**src/rtl/ex_result_skid.sv**
```systemverilog
// ---------------------------------------------------------------------------
// ex_result_skid
//
// Registered output stage for the EX-stage ALU. It captures the ALU result,
// the destination register tag and the write enable, and hands them across
// the EX/MEM boundary. A two-entry skid buffer absorbs back-pressure from MEM:
//   M : main entry, always the one presented on out_*
//   S : skid entry, filled only when M is occupied and MEM stalls
// Because in_ready is a decode of registered state, the ALU issue logic
// never sees a combinational path from out_ready.
// A zero flag for branch resolution is computed from the value written into
// M and registered together with it.
//
// Ports
//   clk         rising-edge clock
//   rst_n       asynchronous active-low reset, clears every flop
//   flush       synchronous flush, drops all held entries
//   in_valid    ALU result valid
//   in_ready    stage can accept (low only when both entries are full)
//   in_result   ALU result, WIDTH bits
//   in_rd       destination register tag, TAGW bits
//   in_wen      register-file write enable
//   out_valid   M holds a beat
//   out_ready   MEM accepts the beat in M
//   out_result  result held in M
//   out_rd      tag held in M
//   out_wen     write enable held in M
//   out_zero    1 when out_result is all zeros
//   occupancy   number of held entries: 0, 1 or 2
// ---------------------------------------------------------------------------
module ex_result_skid #(
    parameter int WIDTH = 64,
    parameter int TAGW  = 5
) (
    input  logic             clk,
    input  logic             rst_n,
    input  logic             flush,
    input  logic             in_valid,
    output logic             in_ready,
    input  logic [WIDTH-1:0] in_result,
    input  logic [TAGW-1:0]  in_rd,
    input  logic             in_wen,
    output logic             out_valid,
    input  logic             out_ready,
    output logic [WIDTH-1:0] out_result,
    output logic [TAGW-1:0]  out_rd,
    output logic             out_wen,
    output logic             out_zero,
    output logic [1:0]       occupancy
);

    // The state encoding doubles as the occupancy count.
    typedef enum logic [1:0] {
        EMPTY = 2'd0,
        ONE   = 2'd1,
        TWO   = 2'd2
    } state_t;

    state_t state_q, state_d;

    // Entry registers (one register stage past the ALU).
    logic [WIDTH-1:0] m_result_p1, s_result_p1;
    logic [TAGW-1:0]  m_rd_p1, s_rd_p1;
    logic             m_wen_p1, s_wen_p1;
    logic             m_zero_p1;

    // Datapath controls from the state machine.
    logic             load_m_in;
    logic             load_m_s;
    logic             load_s_in;

    logic             in_fire;
    logic             out_fire;

    // Value about to be written into M and its zero flag.
    logic [WIDTH-1:0] m_result_nx;
    logic [TAGW-1:0]  m_rd_nx;
    logic             m_wen_nx;

    function automatic logic all_zero(input logic [WIDTH-1:0] v);
        return ~|v;
    endfunction

    assign in_ready  = (state_q != TWO);
    assign out_valid = (state_q != EMPTY);
    assign occupancy = state_q;

    assign in_fire  = in_valid & in_ready;
    assign out_fire = out_valid & out_ready;

    // -----------------------------------------------------------------------
    // Next-state and datapath control
    // -----------------------------------------------------------------------
    always_comb begin
        state_d   = state_q;
        load_m_in = 1'b0;
        load_m_s  = 1'b0;
        load_s_in = 1'b0;

        unique case (state_q)
            EMPTY: begin
                if (in_fire) begin
                    state_d   = ONE;
                    load_m_in = 1'b1;
                end
            end
            ONE: begin
                if (in_fire && out_fire) begin
                    load_m_in = 1'b1;
                end else if (out_fire) begin
                    state_d = EMPTY;
                end else if (in_fire) begin
                    // M is stalled, so the new beat parks in S behind it.
                    state_d   = TWO;
                    load_s_in = 1'b1;
                end
            end
            TWO: begin
                // in_ready is low here, so only a drain can happen.
                if (out_fire) begin
                    state_d  = ONE;
                    load_m_s = 1'b1;
                end
            end
            default: begin
                state_d = EMPTY;
            end
        endcase

        // Flush wins over any handshake in the same cycle; the incoming beat
        // is dropped and nothing is moved between entries.
        if (flush) begin
            state_d   = EMPTY;
            load_m_in = 1'b0;
            load_m_s  = 1'b0;
            load_s_in = 1'b0;
        end
    end

    always_comb begin
        m_result_nx = in_result;
        m_rd_nx     = in_rd;
        m_wen_nx    = in_wen;
        if (load_m_s) begin
            m_result_nx = s_result_p1;
            m_rd_nx     = s_rd_p1;
            m_wen_nx    = s_wen_p1;
        end
    end

    // -----------------------------------------------------------------------
    // Register stage: state, M and S entries
    // -----------------------------------------------------------------------
    always_ff @(posedge clk or negedge rst_n) begin
        if (!rst_n) begin
            state_q <= EMPTY;
        end else begin
            state_q <= state_d;
        end
    end

    // Entry data is only rewritten on a load; emptied entries keep stale
    // contents, which is harmless because out_valid qualifies them.
    // S is considered empty purely from the state, so a TWO->ONE move does
    // not need to touch the S data.
    always_ff @(posedge clk or negedge rst_n) begin
        if (!rst_n) begin
            m_result_p1 <= '0;
            m_rd_p1     <= '0;
            m_wen_p1    <= 1'b0;
            m_zero_p1   <= 1'b1;
            s_result_p1 <= '0;
            s_rd_p1     <= '0;
            s_wen_p1    <= 1'b0;
        end else begin
            if (load_m_in || load_m_s) begin
                m_result_p1 <= m_result_nx;
                m_rd_p1     <= m_rd_nx;
                m_wen_p1    <= m_wen_nx;
                m_zero_p1   <= all_zero(m_result_nx);
            end
            if (load_s_in) begin
                s_result_p1 <= in_result;
                s_rd_p1     <= in_rd;
                s_wen_p1    <= in_wen;
            end
        end
    end

    assign out_result = m_result_p1;
    assign out_rd     = m_rd_p1;
    assign out_wen    = m_wen_p1;
    assign out_zero   = m_zero_p1;

endmodule
```
**config.mk**
```make
export PLATFORM = sky130hd
export DESIGN_NAME = ex_result_skid
export DESIGN_NICKNAME = d
export VERILOG_FILES = /design/src/rtl/ex_result_skid.sv
export SDC_FILE = /design/constraint.sdc
export NUM_CORES = 1
export LEC_CHECK = 0
export ABC_AREA = 1
export CORE_MARGIN = 1
export CORE_UTILIZATION = 50
export CTS_CLUSTER_DIAMETER = 50
export DETAILED_ROUTE_END_ITERATION = 10
export PLACE_DENSITY = 0.88
export SLEW_MARGIN = 30
export SYNTH_ARGS = -nofsm -noshare
export SYNTH_HDL_FRONTEND = slang
export SYNTH_SLANG_ARGS = --single-unit
```
**constraint.sdc**
```tcl
create_clock -name clk -period 1.8 [get_ports clk]
set_input_delay 0.45 -clock clk [delete_from_list [all_inputs] [get_ports clk]]
set_output_delay 0.45 -clock clk [all_outputs]
set_load 0.02 [all_outputs]
```
# Word level (Yosys, flattened, before mapping)
# Index checks and enable logic that the tools add are counted.
classes:
  add_sub_neg: 0
  n_mul: 0
  div_mod_pow: 0
  n_lt_le_gt_ge: 0
  eq_ne: 7
  shifts: 0
  muxes: 21
  n_bitwise: 2
  reduce_logical: 7
ops:
  columns: ["cell", "n"]
  rows:
  - ["$mux 64", 1]
  - ["$reduce_or 64->1", 1]
  - ["$mux 2", 6]
  - ["$mux 1", 11]
  - ["$ne 3x3->1 const B", 3]
  - ["$pmux 2 s3", 1]
  - ["$mux 5", 1]
  - ["$ne 4x4->1 const B", 1]
  - ["$reduce_and 4->1", 1]
  - ["$and 1x1->1", 2]
  - ["$eq 2x1->1 const B", 1]
  - ["$eq 2x2->1 const B", 1]
  - ["$logic_not 2->1", 1]
  - ["$ne 2x2->1 const B", 1]
  - ["$pmux 1 s2", 1]
  - ["$reduce_bool 2->1", 1]
  - ["$logic_and 1x1->1", 1]
  - ["$logic_not 1->1", 1]
  - ["$logic_or 1x1->1", 1]
word_totals:
  ff_bits: 143
  latch_bits: 0
  ramBits: 0
  romBits: 0
  inputBits: 75
  output_inout_bits: 75
  elab_cells: 45
  memories: 0

# Longest topological paths before layout
# Gate-level depths: netlist of the first run.
depth:
  ltp_word: 8
  mapped_depth: 14
  ltp_nobuf: 13

# Worst setup path before layout of the first run
# Ideal clock, no wire load.
synth_path:
  path_kind: "reg2reg"
  start: "reg state_q[0] (netlist: occupancy[0])"
  end: "reg m_zero_p1 (netlist: out_zero)"
  setup_time_ns: 0.061
  arrival_ns: 1.666
  required_ns: 1.739
  slack_ns: 0.073
  path_stages_with_launch: 12
  path_buffers: 2
  synth_period_minus_slack_ns: 1.727
  path_cell_list: "dfrtp_1 nor2_4 nand2_2 buf_2 buf_6 o21ai_1 nand2_1 nor2_1 nand4_1 nor2_1 nand2_1 nand2_1"
synth_between:
  elab_chain_len: 8
  word_cells_on_any_way: 19
  classes_between: "eq/ne: 3; mux: 8; bitwise: 2; reduce/logical: 6"
synth_lines:
  columns: ["item", "line_no", "source"]
  rows:
  - ["start, declared", "59", "state_t state_q, state_d;"]
  - ["start signal, assigned", "158", "state_q <= state_d;"]
  - ["$reduce_bool 2->1", "85", "assign out_valid = (state_q != EMPTY);"]
  - ["$and 1x1->1", "89", "assign out_fire = out_valid & out_ready;"]
  - ["$mux 1", "120", "if (out_fire) begin"]
  - ["$mux 1", "100", "unique case (state_q)"]
  - ["$mux 1", "132", "if (flush) begin"]
  - ["$mux 64", "144", "if (load_m_s) begin"]
  - ["$reduce_or 64->1", "81", "return ~|v;"]
  - ["$logic_not 1->1", "81", null]
  - ["end signal, assigned", "180", "m_zero_p1 <= all_zero(m_result_nx);"]
  - ["end, declared", "65", "logic m_zero_p1;"]
# Parallel ways exist; a longest one is shown, timed or not.
# A chain may end at the register's enable or synchronous reset.

# Worst setup path in the final report of the first run
# Ends and elaborated chain as after synthesis.

==> flow_metrics.py, run 1 <==
metrics = {
    "worst_setup_path": {
        "crit_cells": 14,
        "startpoint": "occupancy[0]",
        "timing.rr.start": "occupancy[0]",
        "worstSetupEndpointType": "flop",
        "r2r_cells": 14,
        "critPathBufInv": 3,
        "arrival_ns": 2.40,
        "required_ns": 2.16,
        "cp_top_family": "simple AND/OR/NAND/NOR gates",
        "crit_path_top_delay_cell": "dfrtp_1",
        "start_kind": "flop",
        "cp_common_cell": "nand2_1",
        "cpPeakStageDelay_ns": 0.39,
        "crit_chain": "buf_6 -> nor2_4 -> nand2_8 -> buf_8 -> buf_8 -> nand2_1 -> nand2_1 -> nor2_1 -> nand3_1 -> nor2_1 -> nand2_1 -> nor2_1 -> nand2_1 -> nand2_1",
        "cp_max_fo": 8,
        "worstSetupPathType": "reg -> reg",
    },
    "finish": {
        "drive_gt1_frac": 0.204,
        "layout_common_cells": "nand2_1 (215), dfrtp_1 (142), buf_4 (84)",
        "fin_nets": 1059,
        "antenna_cells": 0,
        "areaGrowthSynthToFinish_pct": 50.4,
        "fillers": 732,
        "final_common_cell": "nand2_1",
    },
    "clocking": {
        "clk_latency_ns": 0.43,
        "cts.path.max_buffers": 2,
        "htree_num_levels": 4,
        "clock_sinks": 143,
        "cts_tree": "yes",
        "path_clk_slew_ns": 0.06,
        "numCtsBuffers": 17,
        "cts_root_buf": "clkbuf_16",
    },
    "yosys": {
        "syn-cell-area_um2": 6430,
        "synth_nets": 827,
        "yosysUniqueCellTypes": 23,
        "synthTopCellsByArea": "dfrtp_1 (55%), nand2_1 (13%), o21ai_0 (6.5%)",
        "synth.avg_cell_area_um2": 8.55,
        "yosysWarnings": 0,
        "yosysSeqAreaShare": 0.557,
        "synth_top_area_frac": 0.553,
        "yosysTopAreaCell": "dfrtp_1",
        "ys_seq_elements": 143,
        "synth_cells": 752,
    },
    "timing": {
        "finalSetupViolations": 1,
        "hold_viol": 0,
        "holdWs_ns": 0.391,
        "relSlewSlack": 0.676,
        "tightest_slew_ns": 0.485,
        "finalWorstSetupSlack_ns": -0.235,
        "rsz0062_at_grt": "true",
        "drv_slew": 0,
        "post-route-min-period_ns": 2.04,
        "max_freq_mhz": 491,
        "post-route-period-util": 1.13,
        "fin_worst_skew_ns": 0.00967,
    },
    "grt": {
        "antenna_found_initial": 0,
        "track_usage": 0.314,
        "overflow": 0,
        "first_global_vias": 6310,
        "grt_pass1_wl_mm": 31.2,
        "grt_max_degree": 51,
    },
    "pwr": {
        "ir_drop_uv": 531,
        "pwr_density_cell_nw_per_um2": 1180,
        "p_leak_nw": 4.81,
    },
    "floorplanning": {
        "core_area_um2": 12600,
        "die_w_um": 115,
        "die_y_um": 115,
        "core.rowCount": 41,
        "die_area_um2": 13300,
        "io_pins": 150,
        "initial_core_util": 0.512,
    },
    "drt": {
        "vias_per_cell": 5.73,
        "routed_wl_mm": 21.9,
        "drc": 0,
        "drtIter0Drc": 860,
        "drtAntennaViolNets": 0,
        "detail_route.wl_per_cell_um": 18.8,
        "drt_first_pass_iters": 5,
        "vias": 6700,
    },
    "placement": {
        "port_buffers": 149,
        "dpl.hpwl_mm": 12.3,
        "dp_slack_ns": -0.577,
        "place_congestion": 0.827,
    },
    "outcome": {
        "failed_checks": "negative setup slack",
        "status": "finished, violations left",
    },
    "min_path": {
        "hold_class": "in -> reg",
        "whs_path_depth": 3,
        "min_from": "out_ready",
    },
    "job": {
        "maxCapViolations": 0,
    },
}
[kinds of logic (layout without fill, tap and decap cells)]
kind of cell | count (synthesis) | after routing | synth area share
AO/OA/AOI/OAI | 130 | 130 | 0.108
flip-flops | 143 | 143 | 0.557
buffers and inverters | 91 | 336 | 0.0560
AND/OR/NAND/NOR | 358 | 358 | 0.227
multiplexers | 30 | 30 | 0.0525
[registers in the layout, indices dropped and copies added, names as in the netlist]
signal	cells
out_rd	5
s_wen_p1	1
s_result_p1	64
out_zero	1
out_wen	1
s_rd_p1	5
out_result	64
occupancy	2
[metrics by stage]
step | utilization | power (mW) | setup TNS, ns | cells | area, um^2
floorplan | - | 5.98 | 0 | 752 | 6430
global placement | 0.697 | 7.28 | -33.14 | 1122 | 8760
detailed placement | 0.697 | 7.44 | -37.82 | 1122 | 8760
CTS | 0.748 | 11.1 | -0.0990 | 1157 | 9400
global route | 0.769 | 11.8 | -0.926 | 1169 | 9670
finish | 0.769 | 11.4 | -0.235 | 1169 | 9670
[synth_stat cells, drive strengths merged]
master	n
nand4	2
buf	12
o41ai	1
mux2	30
nor2	74
or2	2
a21oi	9
a31oi	30
dfstp	1
inv	47
nand3	38
o21ai	90
clkbuf	32
nand3b	13
nand2	229
dfrtp	142
[routing by layer]
layer	routed length [um]	part of all wire	track usage	vias to the layer above
li1	-	-	-	2927
met1	7960	0.36	0.372	3175
met2	10900	0.50	0.530	468
met5	0	0	0	-
met3	1730	0.079	0.0464	130
met4	1360	0.062	0.212	0
[tightest hold or removal path, cell delays in order]
cell	delay [ns]
dlymetal6s2s_1	0.12
buf_4	0.13
o41ai_1	0.06
[cell type report]
class                   instances  area [um^2]  share of cell area
clock inverters                 8          149              0.0154
flip-flops and latches        143         3580               0.370
multi-input cells             518         2610               0.270
clock buffers                  24          512              0.0529
well taps                     172          215              0.0223
inverters                      47          184              0.0190
repair buffers                257         2420               0.250
[path summary, 6_finish.rpt]
| path | slack [ns] | endpoint |
|---|---|---|
| worst max register to register | -0.24 | out_zero |
| worst max-delay path | -0.24 | out_zero |
| worst min-delay path | 0.39 | occupancy[1] |
| min in group asynchronous | 0.55 | s_result_p1[56] |
| max in group asynchronous | 0.66 | s_result_p1[40] |
| worst min register to register | 0.47 | out_result[36] |
[what timing repair did]
item | 4_1_cts | 5_1_grt
endpoints found under the hold margin | 41 | 0
cloned | 1 | 2
hold buffers | 1 | 0
endpoints found under the setup margin | 78 | 79
gates resized for setup | 93 | 57
setup buffers | 1 | 11
pin swaps | 0 | 21
[power breakdown]
group          switching, mW  internal, mW
Sequential             0.564          4.13
Clock                   1.38          2.55
Combinational           1.56          1.20
Note: power is estimated with default switching activity, not from simulation.
==> inputs of run 2 (changes only) <==
--- a/config.mk
+++ b/config.mk
@@ -11,6 +11,7 @@
 export CTS_CLUSTER_DIAMETER = 50
 export DETAILED_ROUTE_END_ITERATION = 10
 export PLACE_DENSITY = 0.88
+export SKIP_CTS_REPAIR_TIMING = 1
 export SLEW_MARGIN = 30
 export SYNTH_ARGS = -nofsm -noshare
 export SYNTH_HDL_FRONTEND = slang
==> flow_metrics.py, run 2 (synthesized netlist as in run 1, its figures left out) <==
metrics = {
    "timing": {
        "tightest_slew_ns": 0.622,
        "fin_worst_skew_ns": 0.00922,
        "finalWorstSetupSlack_ns": -0.310,
        "hold_viol": 0,
        "rsz0062_at_grt": "true",
        "drv_slew": 0,
        "tns_ns": -0.606,
        "post-route-period-util": 1.17,
        "post-route-min-period_ns": 2.11,
        "relSlewSlack": 0.581,
        "max_freq_mhz": 474,
        "finalSetupViolations": 2,
    },
    "finish": {
        "final_area_um2": 9870,
        "fin_nets": 1056,
        "layout_common_cells": "nand2_1 (224), dfrtp_1 (142), buf_4 (84)",
        "areaGrowthSynthToFinish_pct": 53.6,
        "drive_gt1_frac": 0.188,
        "final_common_cell": "nand2_1",
        "final_cell_count_no_fill": 1166,
        "antenna_cells": 0,
    },
    "placement": {
        "dp_slack_ns": -0.577,
        "port_buffers": 149,
        "dpl_cell_area_um2": 8760,
        "place_congestion": 0.827,
        "dpl.hpwl_mm": 12.3,
        "post-place-cells": 1122,
    },
    "pwr": {
        "p_seq_frac": 0.407,
        "total_power_mw": 11.6,
        "p_int_mw": 8.03,
        "pwr_density_cell_nw_per_um2": 1180,
        "ir_drop_uv": 667,
        "p_comb_frac": 0.254,
        "p_clk_frac": 0.339,
        "p_leak_nw": 5.41,
        "netSwitchingFraction": 0.309,
        "switching_power_mw": 3.59,
    },
    "worst_setup_path": {
        "cp_top_family": "compound AO/OA/AOI/OAI gates",
        "crit_path_top_delay_cell": "o21ai_0",
        "start_kind": "flop",
        "arrival_ns": 2.36,
        "crit_chain": "nor2_4 -> nand2_8 -> buf_4 -> nand2_4 -> inv_2 -> buf_12 -> o21ai_0",
        "cp_max_fo": 32,
        "critPathBufInv": 3,
        "worstSetupEndpointType": "flop",
        "r2r_slack_ns": -0.31,
        "worstSetupPathType": "reg -> reg",
        "cpPeakStageDelay_ns": 0.52,
        "required_ns": 2.05,
    },
    "outcome": {
        "status": "finished, violations left",
        "failed_checks": "negative setup slack",
    },
    "grt": {
        "first_global_vias": 6195,
        "overflow": 0,
        "track_usage": 0.302,
        "grt_pass1_wl_mm": 30.2,
        "antenna_found_initial": 0,
        "grt_max_degree": 56,
    },
    "min_path": {
        "hold_class": "in -> reg",
    },
    "clocking": {
        "clock_sinks": 143,
        "cts_tree": "yes",
        "clk_latency_ns": 0.43,
        "cts_root_buf": "clkbuf_16",
        "cts.path.max_buffers": 2,
        "path_clk_slew_ns": 0.06,
        "numCtsBuffers": 17,
        "htree_num_levels": 4,
    },
    "drt": {
        "drtIter0Drc": 887,
        "routed_wl_mm": 23.7,
        "drtAntennaViolNets": 0,
        "vias_per_cell": 5.89,
        "vias": 6863,
        "drt_first_pass_iters": 7,
        "detail_route.wl_per_cell_um": 20.3,
        "drc": 0,
    },
    "floorplanning": {
        "core_area_um2": 12600,
        "die_area_um2": 13300,
        "io_pins": 150,
        "die_w_um": 115,
        "core.rowCount": 41,
        "die_y_um": 115,
        "initial_core_util": 0.512,
    },
    "job": {
        "maxCapViolations": 0,
    },
}
[run 2: through the flow]
step	utilization	hold slack, ns
global route	0.786	0.350
CTS	0.750	-0.0179
global placement	0.697	0.417
detailed placement	0.697	0.418
finish	0.786	0.338
floorplan	-	0.154
[run 2: final timing paths]
check | end | startpoint | cells past startpoint
max in group asynchronous | s_result_p1[17] | rst_n | 3
min in group asynchronous | out_result[52] | rst_n | 2
min | occupancy[1] | flush | 2
max reg2reg | out_result[33] | occupancy[0] | 7
min reg2reg | out_result[36] | out_result[36] | 2
max | out_result[33] | occupancy[0] | 7
[run 2: layout make-up]
cell class / instances / area (um^2)
clock inverters: 8 / 149
multi-input cells: 519 / 2570
inverters: 47 / 184
well taps: 172 / 215
repair buffers: 253 / 2670
flip-flops and latches: 143 / 3580
clock buffers: 24 / 512
fillers: 664 / 2700
[run 2: layer usage]
| layer | vias up | part of all wire | routed length [um] | track usage |
|---|---|---|---|---|
| li1 | 2922 | - | - | - |
| met1 | 3187 | 0.35 | 8270 | 0.346 |
| met2 | 572 | 0.48 | 11400 | 0.514 |
| met3 | 182 | 0.092 | 2170 | 0.0548 |
| met4 | 0 | 0.080 | 1890 | 0.210 |
| met5 | - | 0 | 0 | 0 |
[run 2: power by group through the flow]
stage | Combinational [mW] | Clock, mW | Sequential, mW
4_1_cts | 2.85 | 3.89 | 4.64
3_3_place_gp | 2.68 | 0 | 4.60
2_1_floorplan | 1.02 | 0 | 4.96
6_report | 2.95 | 3.93 | 4.73
3_5_place_dp | 2.79 | 0 | 4.65
5_1_grt | 3.15 | 4.07 | 4.76
